### config.mk
export PLATFORM = sky130hd
export DESIGN_NAME = tqvp_rejunity_vga_copper
export DESIGN_NICKNAME = d
export VERILOG_FILES = /design/src/rtl/tqvp_rejunity_vga_copper_pkg.sv /design/src/rtl/tqvp_rejunity_vga_copper_list_regs.sv /design/src/rtl/tqvp_rejunity_vga_copper.sv
export SDC_FILE = /design/constraint.sdc
export NUM_CORES = 1
export LEC_CHECK = 0
export CAP_MARGIN = 20
export CORE_ASPECT_RATIO = 1.25
export CORE_MARGIN = 2
export CORE_UTILIZATION = 57
export DETAILED_ROUTE_END_ITERATION = 10
export PLACE_DENSITY = 0.9
export SLEW_MARGIN = 20
export SYNTH_ARGS = -nofsm -noshare
export SYNTH_HDL_FRONTEND = slang
export SYNTH_SLANG_ARGS = --single-unit
### constraint.sdc
create_clock -name clk -period 3.5 [get_ports clk]
set_input_delay 1.05 -clock clk [delete_from_list [all_inputs] [get_ports clk]]
set_output_delay 1.05 -clock clk [all_outputs]
set_load 0.01 [all_outputs]
### src/rtl/tqvp_rejunity_vga_copper_pkg.sv
// Shared definitions for the VGA copper: register-port write encodings, VGA register map,
// sequencer state encoding and the layout of one command-list entry.
package tqvp_rejunity_vga_copper_pkg;

  localparam logic [1:0] WR_NONE = 2'b11;
  localparam logic [1:0] WR_32   = 2'b10;

  localparam logic [5:0] REG_BG         = 6'h30;
  localparam logic [5:0] REG_FG         = 6'h31;
  localparam logic [5:0] REG_F2         = 6'h32;
  localparam logic [5:0] REG_F3         = 6'h33;
  localparam logic [5:0] REG_STRIDE     = 6'h34;
  localparam logic [5:0] REG_PIXEL_SIZE = 6'h35;
  localparam logic [5:0] REG_MODE       = 6'h36;

  localparam logic [9:0] COPPER_END_Y = 10'h3FF;

  typedef enum logic [1:0] {
    ST_IDLE  = 2'd0,
    ST_WAIT  = 2'd1,
    ST_ISSUE = 2'd2,
    ST_DONE  = 2'd3
  } copper_state_e;

  typedef struct packed {
    logic [9:0]  y;
    logic [5:0]  addr;
    logic [15:0] value;
  } copper_entry_t;

endpackage

### src/rtl/tqvp_rejunity_vga_copper_list_regs.sv
// Command list storage: ENTRIES x 32-bit flops, one write port, one asynchronous read port.
// Reset marks every entry as end-of-list so an unprogrammed list finishes immediately.
module tqvp_rejunity_vga_copper_list_regs
  import tqvp_rejunity_vga_copper_pkg::*;
#(
  parameter int         ENTRIES = 8,
  parameter int         IDX_W   = 3,
  parameter logic [9:0] END_Y   = COPPER_END_Y
) (
  input  logic             clk,
  input  logic             rst,
  input  logic             we_i,
  input  logic [IDX_W-1:0] widx_i,
  input  logic [31:0]      wdata_i,
  input  logic [IDX_W-1:0] ridx_i,
  output logic [31:0]      rdata_o
);

  logic [31:0] mem_q [ENTRIES];

  always_ff @(posedge clk) begin
    if (rst) begin
      for (int i = 0; i < ENTRIES; i++) begin
        mem_q[i] <= {END_Y, 22'd0};
      end
    end else if (we_i) begin
      mem_q[widx_i] <= wdata_i;
    end
  end

  assign rdata_o = mem_q[ridx_i];

endmodule

### src/rtl/tqvp_rejunity_vga_copper.sv
// Raster command sequencer: replays {scanline, register, value} commands into the VGA
// register port during horizontal blank, sharing that port with the CPU (CPU has priority).
module tqvp_rejunity_vga_copper
  import tqvp_rejunity_vga_copper_pkg::*;
#(
  parameter int         ENTRIES = 8,
  parameter int         IDX_W   = 3,
  parameter logic [9:0] END_Y   = COPPER_END_Y
) (
  input  logic             clk,
  input  logic             rst,
  input  logic             cfg_we,
  input  logic             cfg_ctrl,
  input  logic [IDX_W-1:0] cfg_idx,
  input  logic [31:0]      cfg_wdata,
  output logic [7:0]       status,
  input  logic [9:0]       vga_y,
  input  logic             vga_blank,
  input  logic             vga_vsync,
  input  logic [1:0]       cpu_write_n,
  input  logic [5:0]       cpu_address,
  input  logic [31:0]      cpu_data,
  output logic [1:0]       reg_write_n,
  output logic [5:0]       reg_address,
  output logic [31:0]      reg_data,
  output logic             irq
);

  copper_state_e    state_q, state_d;
  logic [IDX_W-1:0] ptr_q, ptr_d;
  logic             enable_q, enable_d;
  logic             irq_en_q, irq_en_d;
  logic             irq_q, irq_d;
  logic             vsync_q;

  logic [31:0]   entry_word;
  copper_entry_t entry;
  logic          cpu_busy;
  logic          vsync_rise;
  logic          copper_wr;
  logic          last_entry;
  logic [2:0]    ptr_stat;

  tqvp_rejunity_vga_copper_list_regs #(
    .ENTRIES (ENTRIES),
    .IDX_W   (IDX_W),
    .END_Y   (END_Y)
  ) u_list (
    .clk     (clk),
    .rst     (rst),
    .we_i    (cfg_we & ~cfg_ctrl),
    .widx_i  (cfg_idx),
    .wdata_i (cfg_wdata),
    .ridx_i  (ptr_q),
    .rdata_o (entry_word)
  );

  assign entry      = entry_word;
  assign cpu_busy   = (cpu_write_n != WR_NONE);
  assign vsync_rise = vga_vsync & ~vsync_q;
  assign last_entry = (ptr_q == IDX_W'(ENTRIES - 1));
  // A pending write only reaches the port while blank holds and the CPU is idle.
  assign copper_wr  = (state_q == ST_ISSUE) && vga_blank && !cpu_busy;

  always_comb begin
    state_d  = state_q;
    ptr_d    = ptr_q;
    enable_d = enable_q;
    irq_en_d = irq_en_q;
    irq_d    = 1'b0;

    unique case (state_q)
      ST_WAIT: begin
        if (entry.y == END_Y) begin
          state_d = ST_DONE;
          irq_d   = irq_en_q;
        end else if (vga_blank && !vga_vsync && (entry.y <= vga_y)) begin
          state_d = ST_ISSUE;
        end
      end
      ST_ISSUE: begin
        if (!vga_blank) begin
          state_d = ST_WAIT;
        end else if (!cpu_busy) begin
          ptr_d = ptr_q + 1'b1;
          if (last_entry) begin
            state_d = ST_DONE;
            irq_d   = irq_en_q;
          end else begin
            state_d = ST_WAIT;
          end
        end
      end
      default: ;
    endcase

    // Frame restart overrides list progress; the write driven this cycle still completes.
    if ((state_q != ST_IDLE) && vsync_rise) begin
      state_d = ST_WAIT;
      ptr_d   = '0;
      irq_d   = 1'b0;
    end

    if (cfg_we && cfg_ctrl) begin
      enable_d = cfg_wdata[0];
      irq_en_d = cfg_wdata[1];
      if (!cfg_wdata[0]) begin
        state_d = ST_IDLE;
        ptr_d   = '0;
        irq_d   = 1'b0;
      end else if (state_q == ST_IDLE) begin
        state_d = ST_WAIT;
        ptr_d   = '0;
      end
    end
  end

  always_ff @(posedge clk) begin
    if (rst) begin
      state_q  <= ST_IDLE;
      ptr_q    <= '0;
      enable_q <= 1'b0;
      irq_en_q <= 1'b0;
      irq_q    <= 1'b0;
      vsync_q  <= 1'b0;
    end else begin
      state_q  <= state_d;
      ptr_q    <= ptr_d;
      enable_q <= enable_d;
      irq_en_q <= irq_en_d;
      irq_q    <= irq_d;
      vsync_q  <= vga_vsync;
    end
  end

  always_comb begin
    reg_write_n = WR_NONE;
    reg_address = 6'd0;
    reg_data    = 32'd0;
    if (cpu_busy) begin
      reg_write_n = cpu_write_n;
      reg_address = cpu_address;
      reg_data    = cpu_data;
    end else if (copper_wr) begin
      reg_write_n = WR_32;
      reg_address = entry.addr;
      reg_data    = {16'd0, entry.value};
    end
  end

  generate
    if (IDX_W >= 3) begin : g_ptr_wide
      assign ptr_stat = ptr_q[2:0];
    end else begin : g_ptr_narrow
      assign ptr_stat = {{(3 - IDX_W){1'b0}}, ptr_q};
    end
  endgenerate

  assign status = {enable_q, irq_en_q, state_q, 1'b0, ptr_stat};
  assign irq    = irq_q;

endmodule

# After elaboration in Yosys (flattened, before gate mapping)
# Memory sizes are Yosys's and may differ from the RTL's. A register that Yosys moved wholly into a read port is not among the register bits.
# Cells that the tools add are included.
[totals] regBits=9 mem_bits_rw=256 input_bits=91 output_inout_bits=49 elab_cells=69 memories=1
[classes] add_sub_neg=1 magnitude_cmp=1 eq_ne=5 muxes=40 n_bitwise=4 reduce_logical=11
[memory_table] memory="u_list.mem_q" depth=8 word_bits=32 read_ports=1 rd_clocked_by_memory_dff=1 write_ports=8 line_no="tqvp_rejunity_vga_copper_list_regs.sv:19" source="logic [31:0] mem_q [ENTRIES];"
[ops] operator="two-way mux 32 bit" n=2
[ops] operator="OR reduction 32 bit" n=1
[ops] operator="two-way mux 3 bit" n=9
[ops] operator="two-way mux 2 bit" n=10
[ops] operator="two-way mux 16 bit" n=1
[ops] operator="two-way mux 1 bit" n=14
[ops] operator="two-way mux 6 bit" n=2
[ops] operator="equality test 10 bit, second input constant" n=1
[ops] operator="<= comparator 10 bit" n=1
[ops] operator="logical AND 1 bit" n=6
[ops] operator="case mux 2 bit (2 select lines)" n=1
[ops] operator="adder 3 x 1 -> 3 bit, second input constant" n=1
[ops] operator="equality test 3 bit, second input constant" n=1
[ops] operator="bitwise AND 1 bit" n=2
[ops] operator="equality test 2 x 1 -> 1 bit, second input constant" n=1
[ops] operator="equality test 2 bit, second input constant" n=1
[ops] operator="logical NOT 1 bit" n=2
[ops] operator="logical NOT 2 bit" n=1
[ops] operator="inequality test 2 bit, second input constant" n=1
[ops] operator="NOT 1 bit" n=2
[ops] operator="case mux 1 bit (2 select lines)" n=1
[ops] operator="nonzero test 2 bit" n=1

# Logic depth before layout (Yosys ltp)
[logic_depth] depth_word=10 depth_mapped=9 mapped_depth_nobuf=8

# Cells and area by module
# A second synthesis with hierarchy kept.
[hier_totals] cells_unflattened=848 hier_area_um2=12834.8
[modules_own_cells] mod="tqvp_rejunity_vga_copper_list_regs" instances=1 cells_per_inst=702 area_each_um2=11717.5 seq_area_each_um2=7687.4
[modules_own_cells] mod="tqvp_rejunity_vga_copper" instances=1 cells_per_inst=146 area_each_um2=1117.3 seq_area_each_um2=180.2

# Worst setup path after synthesis
# OpenSTA, ideal clock, no wires.
[synth_timing] path_type="in2out" from="input cpu_write_n[0]" to="output reg_address[0]" arrival_ns=1.965 required_time_ns=2.450 path_slack_ns=0.485 cell_stages=4 n_path_buf=1 path_cell_list="and2_1 > nand3_1 > clkbuf_1 > o21ai_0"
[synth_between] elab_chain_cells=5
[synth_lines] element="start: declaration" line_no="tqvp_rejunity_vga_copper.sv:20" source="input logic [1:0] cpu_write_n,"
[synth_lines] element="inequality test 2 bit (*)" line_no="tqvp_rejunity_vga_copper.sv:59" source="assign cpu_busy = (cpu_write_n != WR_NONE);"
[synth_lines] element="logical NOT 1 bit"
[synth_lines] element="logical AND 1 bit" line_no="tqvp_rejunity_vga_copper.sv:63" source="assign copper_wr = (state_q == ST_ISSUE) && vga_blank && !cpu_busy;"
[synth_lines] element="two-way mux 6 bit" line_no="tqvp_rejunity_vga_copper.sv:144" source="end else if (copper_wr) begin"
[synth_lines] element="two-way mux 6 bit (*)" line_no="tqvp_rejunity_vga_copper.sv:140" source="if (cpu_busy) begin"
[synth_lines] element="end: declaration" line_no="tqvp_rejunity_vga_copper.sv:24" source="output logic [5:0] reg_address,"
# Mark *: on every way between the ends. The rest lies on a longest branch, timed or not.

# Worst setup path after layout
[layout_timing] from="input cpu_write_n[0]" to="output reg_data[9]"
[layout_between] elab_chain_cells=5
[layout_lines] element="inequality test 2 bit (*)" line_no="tqvp_rejunity_vga_copper.sv:59"
[layout_lines] element="logical NOT 1 bit"
[layout_lines] element="logical AND 1 bit" line_no="tqvp_rejunity_vga_copper.sv:63"
[layout_lines] element="two-way mux 16 bit" line_no="tqvp_rejunity_vga_copper.sv:144"
[layout_lines] element="two-way mux 32 bit (*)" line_no="tqvp_rejunity_vga_copper.sv:140"
[layout_lines] element="end: declaration" line_no="tqvp_rejunity_vga_copper.sv:25" source="output logic [31:0] reg_data,"
# Marked as above.

==> metrics <==
result of the run=finished clean; Die Height=170 um; most frequent cells in the layout=sky130_fd_sc_hd__edfxtp_1, sky130_fd_sc_hd__and2_1, sky130_fd_sc_hd__clkdlybuf4s50_1; hold violation total from the final report=0; antenna violations before repair=1; cell at the root of the clock tree=sky130_fd_sc_hd__clkbuf_16; unrepaired setup endpoints after global routing=true; latest clock arrival within the worst-skew pair=0.52 ns; Unique masters post-synth=44; clock slew at the register clock pins of the worst setup and hold paths=0.06 ns; vias in the first global route=8682; GRT Residual Overflow=0; async set-or-reset flop fraction in the synthesized netlist=0; maximum frequency from static timing analysis=288 MHz; setup slack of the worst register-to-register path=0.36 ns; mean post-synth cell area=14.7 sq um; post-synthesis to final-layout area growth=22.1%; maximum buffer depth of the clock tree=3; die area=23400 sq um; Post-route DRC=0; Core Area=21600 sq um; effective utilization at floorplan=0.584; kind of launch point of the worst setup path=input port; number of max-cap violations=0; yosys synthesis warning count=0; CTS sink count=265; clock tree from TritonCTS=yes; type of the setup path with the least slack=in2out; num ports=140; leading cell type in the layout, fill and taps excluded=sky130_fd_sc_hd__edfxtp_1; TritonCTS buffer count=24; H-tree lvl count=1; worst supply voltage drop on vdd=0.374 mV; First DRT Iteration DRCs=844; row count=60; final antenna-violating net count=0; final cycle utilization of the critical path=0.992; max-slew violation total from the final report=0; via density per instance=6.34; Power Density=471 nW/um^2; most instantiated flip-flop cell in the synthesis netlist=sky130_fd_sc_hd__edfxtp_1; hold bufs inserted after CTS=0; worst min path class=reg2reg; final setup violation count=0; Total Routing Usage GR=0.289; global-route wire length before repair=49.6 mm; synthesized net count=967; DPL Wire Length=19.3 mm; routed length per instance=25.2 um; post-synthesis sequential area ratio=0.623; routed vias=8308; share of layout cells above drive strength 1=0.182; die width=137 um; Initial DRT Pass Iterations=7; Required @ worst endpoint=2.45 ns; WL final=33.0 mm; CP Capture Type=output port; min cycle time layout=3.47 ns; end-of-flow core utilization=0.714; count of buffers inserted at the top-level ports=138; clk_skew=0.00728 ns; synthesized netlist cell count=861; netlist area before placement=12600 sq um; number of synthesized flops with an enable pin=256; total design power=7.27 mW; Seq cells post-synth=265; static power due to leakage=5.35 nW; data arrival time at the worst-slack endpoint=2.42 ns; RePlAce Congestion=0.873; crit-path max FO=13; nets@finish=1118; pin count of the biggest net entering global routing=39
synthesized netlist by cell type, types with 3 or more instances:
master | number | area [sq um]
sky130_fd_sc_hd__nand4_1 | 6 | 37.5
sky130_fd_sc_hd__nor2_1 | 14 | 52.6
sky130_fd_sc_hd__o21ai_0 | 25 | 125
sky130_fd_sc_hd__or2_2 | 8 | 50.1
sky130_fd_sc_hd__mux2i_1 | 26 | 260
sky130_fd_sc_hd__inv_1 | 13 | 48.8
sky130_fd_sc_hd__and2_1 | 185 | 1160
sky130_fd_sc_hd__nand3_1 | 9 | 45.0
sky130_fd_sc_hd__mux2_2 | 9 | 101
sky130_fd_sc_hd__buf_1 | 5 | 18.8
sky130_fd_sc_hd__nand2_1 | 33 | 124
sky130_fd_sc_hd__mux4_1 | 13 | 342
sky130_fd_sc_hd__a21o_1 | 3 | 22.5
sky130_fd_sc_hd__nand2b_1 | 24 | 150
sky130_fd_sc_hd__mux4_2 | 51 | 1150
sky130_fd_sc_hd__nor4_1 | 3 | 18.8
sky130_fd_sc_hd__dfxtp_1 | 9 | 180
sky130_fd_sc_hd__buf_4 | 4 | 30.0
sky130_fd_sc_hd__edfxtp_1 | 256 | 7690
sky130_fd_sc_hd__buf_2 | 7 | 35.0
sky130_fd_sc_hd__a31oi_1 | 3 | 18.8
sky130_fd_sc_hd__nor3_1 | 10 | 50.1
sky130_fd_sc_hd__ha_1 | 15 | 188
sky130_fd_sc_hd__or3_1 | 60 | 375
sky130_fd_sc_hd__a21oi_1 | 6 | 30.0
sky130_fd_sc_hd__clkbuf_1 | 43 | 161
final timing paths:
check                     endpoint             startpoint  depth (start not counted)
max                    reg_data[9]         cpu_write_n[0]                          6
min          enable_q$_SDFFE_PP0P_  enable_q$_SDFFE_PP0P_                          2
max reg2reg  state_q[1]$_SDFF_PP0_    ptr_q[0]$_SDFF_PP0_                         10
min reg2reg  enable_q$_SDFFE_PP0P_  enable_q$_SDFFE_PP0P_                          2
flip-flops by register name, indices dropped and copies added, names as in the netlist:
name,count
enable_q,1
ptr_q,3
u_list.mem_q,256
irq_en_q,1
state_q,2
vsync_q,1
irq,1
cells by family (layout without fill, tap and decap cells):
group | Yosys count | after routing | synth area share
compound gates | 45 | 45 | 0.0209
simple gates | 360 | 360 | 0.169
xor+xnor | 1 | 1 | 0.000693
buf+inv | 75 | 244 | 0.0254
mux | 99 | 99 | 0.147
flops | 265 | 265 | 0.623
other cells | 1 | 2 | 0.000297
fa+ha+maj | 15 | 15 | 0.0149
metrics by stage:
step,instances,worst slack [ns],area (sq um),setup TNS [ns],hold slack [ns]
floorplan,861,0.485,12600,0,0.438
global route,1310,-0.0160,15400,-0.0160,0.522
global placement,1261,-0.319,14600,-9.55,0.450
CTS,1309,-0.0416,15500,-0.103,0.477
detailed placement,1261,-0.457,14600,-10.37,0.460
finish,1310,0.0276,15400,0,0.476
worst max-delay path, stage by stage:
cell                              delay [ns]
sky130_fd_sc_hd__clkdlybuf4s50_1        0.49
sky130_fd_sc_hd__and2_4                 0.17
sky130_fd_sc_hd__nand3_4                0.13
sky130_fd_sc_hd__buf_12                 0.20
sky130_fd_sc_hd__o21ai_1                0.14
sky130_fd_sc_hd__clkdlybuf4s15_2        0.24
metal layers:
| metal | GRT usage | vias to the layer above | wire, um | share of wire |
|---|---|---|---|---|
| met5 | 0 | - | 0 | 0 |
| met4 | 0.161 | 0 | 1570 | 0.047 |
| met3 | 0.0497 | 113 | 3150 | 0.096 |
| met2 | 0.497 | 546 | 17300 | 0.52 |
| met1 | 0.343 | 4122 | 11000 | 0.33 |
| li1 | - | 3527 | - | - |
timing repair:
action / CTS / global route
buffers inserted: 2 / 0
resized for setup: 81 / 41
setup endpoints to repair: 38 / 23
gates cloned: 2 / 0
layout make-up:
type | count | area [sq um]
flip-flops and latches | 265 | 7870
fillers | 1293 | 6190
multi-input cells | 521 | 4510
repair buffers | 186 | 1810
clock buffers | 28 | 637
well taps | 279 | 349
clock inverters | 16 | 198
inverters | 14 | 52.6
diodes | 1 | 2.50
power by group:
group | internal [mW] | leakage, nW | switching [mW]
combinational | 0.344 | 2.39 | 0.392
clock | 1.67 | 0.404 | 1.14
sequential | 3.66 | 2.56 | 0.0743
total | 5.67 | 5.35 | 1.60
Note: power is estimated with default switching activity, not from simulation.
